File: config.mk
export PLATFORM = sky130hd
export DESIGN_NAME = float_add_arbiter
export DESIGN_NICKNAME = d
export VERILOG_FILES = /design/src/rtl/float_add_arbiter_pkg.sv /design/src/rtl/float_add_arbiter_fadd.sv /design/src/rtl/float_add_arbiter_rr.sv /design/src/rtl/float_add_arbiter.sv
export SDC_FILE = /design/constraint.sdc
export NUM_CORES = 1
export LEC_CHECK = 0
export BUFFER_PORTS_ARGS = -buffer_cell sky130_fd_sc_hd__buf_2
export CORE_MARGIN = 10
export CORE_UTILIZATION = 50
export DETAILED_ROUTE_END_ITERATION = 10
export PLACE_DENSITY = 0.82
export SLEW_MARGIN = 15
export SYNTH_ARGS = -nofsm -noshare
export SYNTH_HDL_FRONTEND = slang
export SYNTH_SLANG_ARGS = --single-unit
File: constraint.sdc
create_clock -name clk -period 30.6 [get_ports clk]
set_input_delay 3.06 -clock clk [delete_from_list [all_inputs] [get_ports clk]]
set_output_delay 3.06 -clock clk [all_outputs]
set_load 0.05 [all_outputs]
File: src/rtl/float_add_arbiter_pkg.sv
// float_add_arbiter_pkg
//   Shared constants for the arbitrated float adder: IEEE-754 single-precision
//   field widths and the canonical quiet NaN. Imported by the top, the
//   round-robin arbiter and the adder. No ports.
package float_add_arbiter_pkg;

  localparam int FLOAT_W = 32;
  localparam int SIGN_W  = 1;
  localparam int EXP_W   = 8;
  localparam int FRAC_W  = 23;

  localparam logic [EXP_W-1:0]   EXP_ALL_ONES = 8'hFF;
  localparam logic [FLOAT_W-1:0] QNAN         = 32'h7FC0_0000;

endpackage

File: src/rtl/float_add_arbiter_fadd.sv
// float_add_gc
//   Combinational IEEE-754 single-precision adder, sum = a + b.
//   Rounding is toward zero (the result is chopped after exact alignment with
//   guard/round/sticky bits). Denormals are handled; overflow saturates to
//   the largest finite magnitude, as round-toward-zero requires.
//   NaN inputs or inf + (-inf) give the canonical quiet NaN.
// Ports
//   a    in   32   operand A
//   b    in   32   operand B
//   sum  out  32   a + b
module float_add_gc
  import float_add_arbiter_pkg::*;
(
  input  logic [FLOAT_W-1:0] a,
  input  logic [FLOAT_W-1:0] b,
  output logic [FLOAT_W-1:0] sum
);

  always_comb begin
    logic [EXP_W-1:0]  ea, eb, el, es, d;
    logic [FRAC_W:0]   ma, mb, ml, ms;
    logic              sl, ss, a_nan, b_nan, a_inf, b_inf;
    logic [49:0]       wide;
    logic [26:0]       aligned, norm;
    logic [27:0]       raw;
    logic [9:0]        exp_w;
    int                lz, shift;
    logic              found;

    sum     = '0;
    wide    = '0;
    aligned = '0;
    norm    = '0;
    raw     = '0;
    lz      = 0;
    shift   = 0;
    found   = 1'b0;

    a_nan = (a[30:23] == EXP_ALL_ONES) && (a[22:0] != '0);
    b_nan = (b[30:23] == EXP_ALL_ONES) && (b[22:0] != '0);
    a_inf = (a[30:23] == EXP_ALL_ONES) && (a[22:0] == '0);
    b_inf = (b[30:23] == EXP_ALL_ONES) && (b[22:0] == '0);

    // Denormals use exponent 1 with no hidden bit.
    ea = (a[30:23] == 8'd0) ? 8'd1 : a[30:23];
    eb = (b[30:23] == 8'd0) ? 8'd1 : b[30:23];
    ma = {a[30:23] != 8'd0, a[22:0]};
    mb = {b[30:23] != 8'd0, b[22:0]};

    // Larger magnitude becomes the "l" operand, so the difference is never negative.
    if ({ea, ma} >= {eb, mb}) begin
      el = ea; ml = ma; sl = a[31];
      es = eb; ms = mb; ss = b[31];
    end else begin
      el = eb; ml = mb; sl = b[31];
      es = ea; ms = ma; ss = a[31];
    end

    d = el - es;
    // Align the smaller mantissa: 24 bits + guard + round + sticky.
    if (d > 8'd26) begin
      aligned = {26'd0, |ms};
    end else begin
      wide    = {ms, 26'd0} >> d;
      aligned = {wide[49:24], wide[23] | (|wide[22:0])};
    end

    if (sl ^ ss) raw = {1'b0, ml, 3'b000} - {1'b0, aligned};
    else         raw = {1'b0, ml, 3'b000} + {1'b0, aligned};

    exp_w = {2'b00, el};

    if (raw[27]) begin
      norm  = {raw[27:2], raw[1] | raw[0]};
      exp_w = exp_w + 10'd1;
    end else begin
      for (int i = 26; i >= 0; i--) begin
        if (!found && raw[i]) found = 1'b1;
        else if (!found)      lz    = lz + 1;
      end
      // Stop normalising at exponent 1: what remains is a denormal.
      shift = (lz < int'(exp_w) - 1) ? lz : int'(exp_w) - 1;
      norm  = raw[26:0] << shift;
      exp_w = exp_w - 10'(shift);
    end

    if (a_nan || b_nan || (a_inf && b_inf && (a[31] != b[31]))) begin
      sum = QNAN;
    end else if (a_inf) begin
      sum = a;
    end else if (b_inf) begin
      sum = b;
    end else if (raw == 28'd0) begin
      sum = '0;
    end else if (exp_w >= 10'd255) begin
      sum = {sl, 8'hFE, 23'h7F_FFFF};
    end else begin
      sum = {sl, norm[26] ? exp_w[7:0] : 8'd0, norm[25:3]};
    end
  end

endmodule

File: src/rtl/float_add_arbiter_rr.sv
// rr_arbiter
//   Combinational round-robin arbiter. Searches req starting at ptr and
//   wrapping modulo N; the first asserted request wins.
// Ports
//   req     in   N     request vector
//   ptr     in   IDW   highest-priority index (always < N)
//   en      in   1     grant enable; gnt is all-zero when low
//   gnt     out  N     one-hot grant (zero when en=0 or no request)
//   gnt_idx out  IDW   index of the winning request (valid when any=1)
//   any     out  1     at least one request is asserted
module rr_arbiter #(
  parameter int N   = 4,
  parameter int IDW = 2
) (
  input  logic [N-1:0]   req,
  input  logic [IDW-1:0] ptr,
  input  logic           en,
  output logic [N-1:0]   gnt,
  output logic [IDW-1:0] gnt_idx,
  output logic           any
);

  always_comb begin
    int idx;
    gnt     = '0;
    gnt_idx = '0;
    any     = 1'b0;
    idx     = 0;
    for (int k = 0; k < N; k++) begin
      idx = int'(ptr) + k;
      if (idx >= N) idx = idx - N;
      if (!any && req[idx]) begin
        any     = 1'b1;
        gnt_idx = IDW'(idx);
        gnt[idx] = en;
      end
    end
  end

endmodule

File: src/rtl/float_add_arbiter.sv
// float_add_arbiter
//   Shares one combinational float_add_gc among N requesters. A round-robin
//   arbiter picks one valid requester per cycle whenever the result slot is
//   free; the chosen pair is added the same cycle and the sum is registered
//   together with the requester id.
// Ports
//   clk        in   1      rising-edge clock
//   rst_n      in   1      asynchronous active-low reset
//   req_valid  in   N      per-requester operand pair valid
//   req_ready  out  N      per-requester accept, one-hot or zero
//   req_a      in   N*32   operand A, requester i at [32*i+31:32*i]
//   req_b      in   N*32   operand B, same packing
//   res_valid  out  1      result register holds a sum
//   res_ready  in   1      downstream accepts result
//   res_sum    out  32     sum of the granted pair
//   res_id     out  IDW    requester that produced res_sum
module float_add_arbiter
  import float_add_arbiter_pkg::*;
#(
  parameter int N   = 4,
  parameter int IDW = 2
) (
  input  logic                 clk,
  input  logic                 rst_n,
  input  logic [N-1:0]         req_valid,
  output logic [N-1:0]         req_ready,
  input  logic [N*FLOAT_W-1:0] req_a,
  input  logic [N*FLOAT_W-1:0] req_b,
  output logic                 res_valid,
  input  logic                 res_ready,
  output logic [FLOAT_W-1:0]   res_sum,
  output logic [IDW-1:0]       res_id
);

  logic               res_valid_q, res_valid_d;
  logic [FLOAT_W-1:0] res_sum_q, res_sum_d;
  logic [IDW-1:0]     res_id_q, res_id_d;
  logic [IDW-1:0]     rr_ptr_q, rr_ptr_d;

  logic               slot_free;
  logic               grant;
  logic [N-1:0]       gnt;
  logic [IDW-1:0]     gnt_idx;
  logic [FLOAT_W-1:0] op_a, op_b, add_sum;

  // A slot is free when empty or when its current result leaves this cycle.
  assign slot_free = !res_valid_q || res_ready;

  rr_arbiter #(.N(N), .IDW(IDW)) u_arb (
    .req     (req_valid),
    .ptr     (rr_ptr_q),
    .en      (slot_free),
    .gnt     (gnt),
    .gnt_idx (gnt_idx),
    .any     (grant)
  );

  assign req_ready = gnt;

  always_comb begin
    op_a = '0;
    op_b = '0;
    for (int i = 0; i < N; i++) begin
      if (gnt_idx == IDW'(i)) begin
        op_a = req_a[FLOAT_W*i +: FLOAT_W];
        op_b = req_b[FLOAT_W*i +: FLOAT_W];
      end
    end
  end

  float_add_gc u_add (
    .a   (op_a),
    .b   (op_b),
    .sum (add_sum)
  );

  always_comb begin
    res_valid_d = res_valid_q;
    res_sum_d   = res_sum_q;
    res_id_d    = res_id_q;
    rr_ptr_d    = rr_ptr_q;
    if (grant && slot_free) begin
      res_valid_d = 1'b1;
      res_sum_d   = add_sum;
      res_id_d    = gnt_idx;
      rr_ptr_d    = (gnt_idx == IDW'(N - 1)) ? '0 : gnt_idx + 1'b1;
    end else if (res_ready) begin
      res_valid_d = 1'b0;
    end
  end

  always_ff @(posedge clk or negedge rst_n) begin
    if (!rst_n) begin
      res_valid_q <= 1'b0;
      res_sum_q   <= '0;
      res_id_q    <= '0;
      rr_ptr_q    <= '0;
    end else begin
      res_valid_q <= res_valid_d;
      res_sum_q   <= res_sum_d;
      res_id_q    <= res_id_d;
      rr_ptr_q    <= rr_ptr_d;
    end
  end

  assign res_valid = res_valid_q;
  assign res_sum   = res_sum_q;
  assign res_id    = res_id_q;

endmodule
==> results of run 1 <==
logic make-up (layout without fill, tap and decap cells):
kind of cell | Yosys count | count (layout) | synth area share
mux | 161 | 161 | 0.0958
compound gates | 934 | 934 | 0.337
flops | 37 | 37 | 0.0490
xor+xnor | 106 | 106 | 0.0581
fa+ha+maj | 156 | 156 | 0.104
other cells | 1 | 18 | 0.000198
simple gates | 1108 | 1108 | 0.285
buf+inv | 313 | 1225 | 0.0707
state kept, by name (all words and copies together), names as in the netlist:
name,cells
res_id,2
res_sum,32
res_valid,1
rr_ptr_q,2
routing by layer:
| metal | track usage | routed length (um) | up-vias |
|---|---|---|---|
| met5 | 0 | 0 | - |
| met4 | 0.165 | 5230 | 0 |
| met3 | 0.0728 | 10000 | 352 |
| met2 | 0.605 | 41800 | 1740 |
| met1 | 0.473 | 36800 | 12618 |
| li1 | - | - | 12295 |
how the worst max path moves through the flow:
stage / from / endpoint / cells past startpoint
after CTS: req_valid[1] / res_sum[20]$_DFFE_PN0P_ / 162
after global placement: req_valid[1] / res_sum[20]$_DFFE_PN0P_ / 160
after detailed placement: req_valid[1] / res_sum[15]$_DFFE_PN0P_ / 160
after global routing: req_valid[1] / res_sum[15]$_DFFE_PN0P_ / 166
final: req_valid[1] / res_sum[15]$_DFFE_PN0P_ / 160
after floorplan: req_valid[0] / res_sum[20]$_DFFE_PN0P_ / 170
what timing repair did:
item                                    4_1_cts  5_1_grt
gates cloned                                  4        2
endpoints found under the setup margin       31       31
pin swaps                                    54       56
buffers inserted                             58       30
resized for setup                            95       88
critical path, delay by kind of cell:
kind / cells / cell delay [ps]
AOI/OAI and AO/OA: 50 / 8260
xor gates and xnor gates: 2 / 350
adders and majority gates: 31 / 8300
buffers and inverters: 18 / 2350
muxes: 17 / 4110
and+or+nand+nor: 42 / 5730
synth_stat cells, types with 28 or more instances:
| cell type | count | area share |
|---|---|---|
| xnor2_1 | 60 | 0.028 |
| and3_1 | 37 | 0.012 |
| nand4_1 | 49 | 0.016 |
| or3_1 | 31 | 0.010 |
| dfrtp_1 | 37 | 0.049 |
| xor2_1 | 30 | 0.014 |
| nand3_1 | 81 | 0.021 |
| and2_1 | 34 | 0.011 |
| a21oi_1 | 261 | 0.069 |
| nand2_1 | 334 | 0.066 |
| buf_2 | 40 | 0.011 |
| mux2_2 | 36 | 0.021 |
| mux2i_1 | 112 | 0.059 |
| nor3_1 | 85 | 0.022 |
| clkbuf_1 | 107 | 0.021 |
| o21ai_1 | 30 | 0.0079 |
| inv_1 | 121 | 0.024 |
| o21ai_0 | 158 | 0.042 |
| ha_1 | 153 | 0.10 |
| o211a_1 | 28 | 0.015 |
| nor2b_1 | 29 | 0.0096 |
| o211ai_1 | 55 | 0.022 |
| o21a_1 | 34 | 0.013 |
| a21o_1 | 36 | 0.014 |
| nor2_1 | 275 | 0.055 |
| nand2b_1 | 30 | 0.0099 |
layout make-up:
cell class | instances | share of cell area
Multi-Input combinational cell | 2482 | 0.639
Sequential cell | 37 | 0.0333
Tap cell | 511 | 0.0230
Clock buffer | 5 | 0.00449
Antenna cell | 1 | 0.0000899
Timing Repair Buffer | 1093 | 0.281
Clock inverter | 3 | 0.00166
Inverter | 124 | 0.0169
metrics by stage:
step / setup slack [ps] / util / instances
5_1_grt: -2770 / 0.743 / 4256
3_3_place_gp: -814 / 0.694 / 4154
2_1_floorplan: -1430 / - / 2832
4_1_cts: -758 / 0.726 / 4224
3_5_place_dp: -1820 / 0.694 / 4154
6_report: -1470 / 0.743 / 4256
==> results.sh, run 1 <==
export IMPL_max_freq_mhz=31.2
export IMPL_grt_usage=0.374
export IMPL_status="finished, violations left"
export IMPL_reg2reg_slack_ps=270
export IMPL_cp_arrival_ps=32240
export IMPL_insertion_delay_ps=290
export IMPL_synth_area_per_cell_um2=6.71
export IMPL_cp_slowest_cell="or4b_1"
export IMPL_synth_cells=2816
export IMPL_yosys_warnings=0
export IMPL_grt_first_pass_wirelength_um=142000
export IMPL_timing_critical_path_mode_cell="ha_1"
export IMPL_fin_crit_sh=1.05
export IMPL_timing_setup_tns_ps=-42370
export IMPL_wl_per_cell_um=22.0
export IMPL_die_x_um=214
export IMPL_clkTransAtPathRegs_ps=60
export IMPL_placed_area_mm2=0.0260
export IMPL_drt_total_wl_um=93800
export IMPL_whs_ps=487
export IMPL_min_delay_start="res_sum[28]$_DFFE_PN0P_"
export IMPL_final_nets=4161
export IMPL_hold_viol=0
export IMPL_grt_pass1_vias=25617
export IMPL_cp_end_kind="register"
export IMPL_critPathLaunchType="input port"
export IMPL_die_y_um=214
export IMPL_setup_ws_ps=-1470
export IMPL_ff2ff_path_depth=161
export IMPL_max_cap_violations=0
export IMPL_detail_route_first_pass_iterations=6
export IMPL_root_buffer="clkbuf_16"
export IMPL_drc=0
export IMPL_area_growth_pct=47.2
export IMPL_drive_gt1_frac=0.375
export IMPL_seqCellArea_um2=926
export IMPL_tightest_slew_ps=1210
export IMPL_crit_required_ps=30770
export IMPL_dieArea_mm2=0.0460
export IMPL_h_tree_depth=2
export IMPL_nFillCells=3049
export IMPL_critPathMaxStageDelay_ps=480
export IMPL_cts_sinks=37
export IMPL_hold_class="reg2reg"
export IMPL_initial_core_util=0.504
export IMPL_finClkSkew_ps=5.57
export IMPL_ctsHoldBuffers=0
export IMPL_dpl_hpwl_um=76000
export IMPL_async_reset_ff_frac=1.00
export IMPL_num_rows=71
export IMPL_cts_buffer_depth=2
export IMPL_cts_buffers=5
export IMPL_io_pins=302
export IMPL_grt_setup_unrepaired="true"
export IMPL_multi_input_area_mm2=0.0178
export IMPL_antenna_found_initial=1
export IMPL_slew_viol_final=0
export IMPL_slew_headroom=0.188
export IMPL_yosys_most_used_dff="dfrtp_1"
export IMPL_final_cell_mix="buf_4, nand2_1, buf_2"
export IMPL_r2r_start="rr_ptr_q[0]$_DFFE_PN0P_"
export IMPL_hold_path_end="res_sum[28]$_DFFE_PN0P_"
export IMPL_synth_cell_types=124
export IMPL_grt_ovfl_total=0
export IMPL_violations="negative setup slack"
export IMPL_vias=27005
export IMPL_core_area_mm2=0.0375
export IMPL_min_period_ps=32070
export IMPL_setup_violations=31
export IMPL_gp_congestion=1.07
export IMPL_grt_max_degree=50
export IMPL_netlist_area_mm2=0.0189
export IMPL_final_common_cell="buf_4"
export IMPL_r2r_end="res_sum[15]$_DFFE_PN0P_"
export IMPL_crit_path_max_fanout=11
export IMPL_synth_edff_count=0
export IMPL_portBuffers=301
export IMPL_yosys_register_bits=37
export IMPL_postRouteAntennaNets=0
export IMPL_cts_tree="done"
export IMPL_design_area_mm2=0.0278
export IMPL_holdPathStages=1
export IMPL_routed_via_density=6.35
export IMPL_worst_setup_path_type="in2reg"
export IMPL_drtIter0Drc=3502
export IMPL_seq_area_frac_synth=0.0490
Power of run 1 is left out: the tool's default activity adds up to more than one toggle a clock period on the data nets, which glitch-free logic cannot reach.
==> run 2, diff against run 1 <==
- PLACE_DENSITY: 0.82 -> 0.79
- clock period: 30.6 -> 38.4 ns (I/O delays scaled with it)
==> results.sh, run 2 (same netlist as run 1, synthesis figures left out) <==
export IMPL_portBuffers=301
export IMPL_vias=23796
export IMPL_cp_slowest_cell="mux4_2"
export IMPL_num_rows=71
export IMPL_drt_total_wl_um=83900
export IMPL_ctsHoldBuffers=0
export IMPL_area_growth_pct=13.0
export IMPL_whs_ps=495
export IMPL_max_freq_mhz=27.2
export IMPL_dpl_hpwl_um=68100
export IMPL_cp_arrival_ps=36920
export IMPL_postRouteAntennaNets=0
export IMPL_die_x_um=214
export IMPL_drc=0
export IMPL_min_period_ps=36710
export IMPL_grt_first_pass_wirelength_um=127000
export IMPL_critPathMaxStageDelay_ps=590
export IMPL_cts_buffers=5
export IMPL_largest_register_ffs=32
export IMPL_timing_setup_tns_ps=0
export IMPL_gp_congestion=1.08
export IMPL_crit_required_ps=38610
export IMPL_worst_setup_path_type="in2reg"
export IMPL_drtIter0Drc=3187
export IMPL_final_nets=3443
export IMPL_detail_route_first_pass_iterations=6
export IMPL_max_cap_violations=0
export IMPL_drive_gt1_frac=0.183
export IMPL_hold_viol=0
export IMPL_setup_ws_ps=1690
export IMPL_final_cell_mix="nand2_1, buf_2, nor2_1"
export IMPL_h_tree_depth=2
export IMPL_final_common_cell="nand2_1"
export IMPL_wl_per_cell_um=23.7
export IMPL_cp_end_kind="register"
export IMPL_dieArea_mm2=0.0460
export IMPL_slew_viol_final=0
export IMPL_clkTransAtPathRegs_ps=60
export IMPL_status="finished, final reports clean"
export IMPL_grt_pass1_vias=21997
export IMPL_nFillCells=3737
export IMPL_fin_crit_sh=0.956
export IMPL_core_area_mm2=0.0375
export IMPL_grt_max_degree=80
export IMPL_cts_tree="done"
export IMPL_setup_violations=0
export IMPL_grt_usage=0.335
export IMPL_insertion_delay_ps=280
export IMPL_slew_headroom=0.247
export IMPL_routed_via_density=6.72
export IMPL_grt_ovfl_total=0
export IMPL_io_pins=302
export IMPL_hold_class="reg2reg"
export IMPL_cts_sinks=37
export IMPL_tightest_slew_ps=1120
export IMPL_timing_critical_path_mode_cell="ha_1"
export IMPL_dp_slack_ps=-521
export IMPL_die_y_um=214
export IMPL_initial_core_util=0.504
export IMPL_finClkSkew_ps=4.09
export IMPL_antenna_found_initial=3
export IMPL_critPathLaunchType="input port"
export IMPL_root_buffer="clkbuf_16"
export IMPL_cts_buffer_depth=2
export IMPL_crit_path_max_fanout=50
run 2: worst paths after layout:
check / startpoint / to / slack [ps] / cells past startpoint
setup / recovery: req_valid[3] / res_sum[23]$_DFFE_PN0P_ / 1690 / 150
hold / removal: res_sum[8]$_DFFE_PN0P_ / res_sum[8]$_DFFE_PN0P_ / 500 / 1
setup reg to reg: rr_ptr_q[0]$_DFFE_PN0P_ / res_sum[23]$_DFFE_PN0P_ / 3950 / 151
hold reg to reg: res_sum[8]$_DFFE_PN0P_ / res_sum[8]$_DFFE_PN0P_ / 500 / 1
max in group asynchronous: rst_n / res_sum[10]$_DFFE_PN0P_ / 34220 / 1
min in group asynchronous: rst_n / res_valid$_DFFE_PN0P_ / 3650 / 1
run 2: critical path: cells and delay by family:
family	cells	cell delay, ps
muxes	17	4120
adders and majority gates	30	9210
and+or+nand+nor	39	6130
xor gates and xnor gates	2	470
buffers and inverters	11	2170
AOI/OAI and AO/OA	51	10860
run 2: metrics by stage:
stage | area (um^2) | utilization | cells
after global placement | 20800 | 0.554 | 3517
after floorplan | 19000 | - | 2832
after global routing | 21400 | 0.570 | 3538
after detailed placement | 20800 | 0.554 | 3517
final | 21400 | 0.570 | 3541
after CTS | 21000 | 0.560 | 3525
run 2: layout make-up:
cell class	instances	area (um^2)	share of cell area
Multi-Input combinational cell	2482	17000	0.795
Timing Repair Buffer	373	2120	0.0994
Antenna cell	4	10.0	0.000469
Tap cell	511	639	0.0299
Clock buffer	5	125	0.00586
Clock inverter	3	68.8	0.00322
Inverter	124	483	0.0226
Timing Repair inverter	2	10.0	0.000469
Sequential cell	37	926	0.0433
run 2: layer usage:
metal	track usage	routed length (um)
met1	0.441	34500
met2	0.539	37400
met3	0.0519	8190
met4	0.129	3770
met5	0	18
run 2: what timing repair did:
item | in CTS | in global routing
resized for setup | 2 | 60
pin swaps | 0 | 5
gates cloned | 0 | 2
setup buffers | 0 | 10
setup endpoints to repair | 17 | 31
Power of run 2 is left out for the same reason.
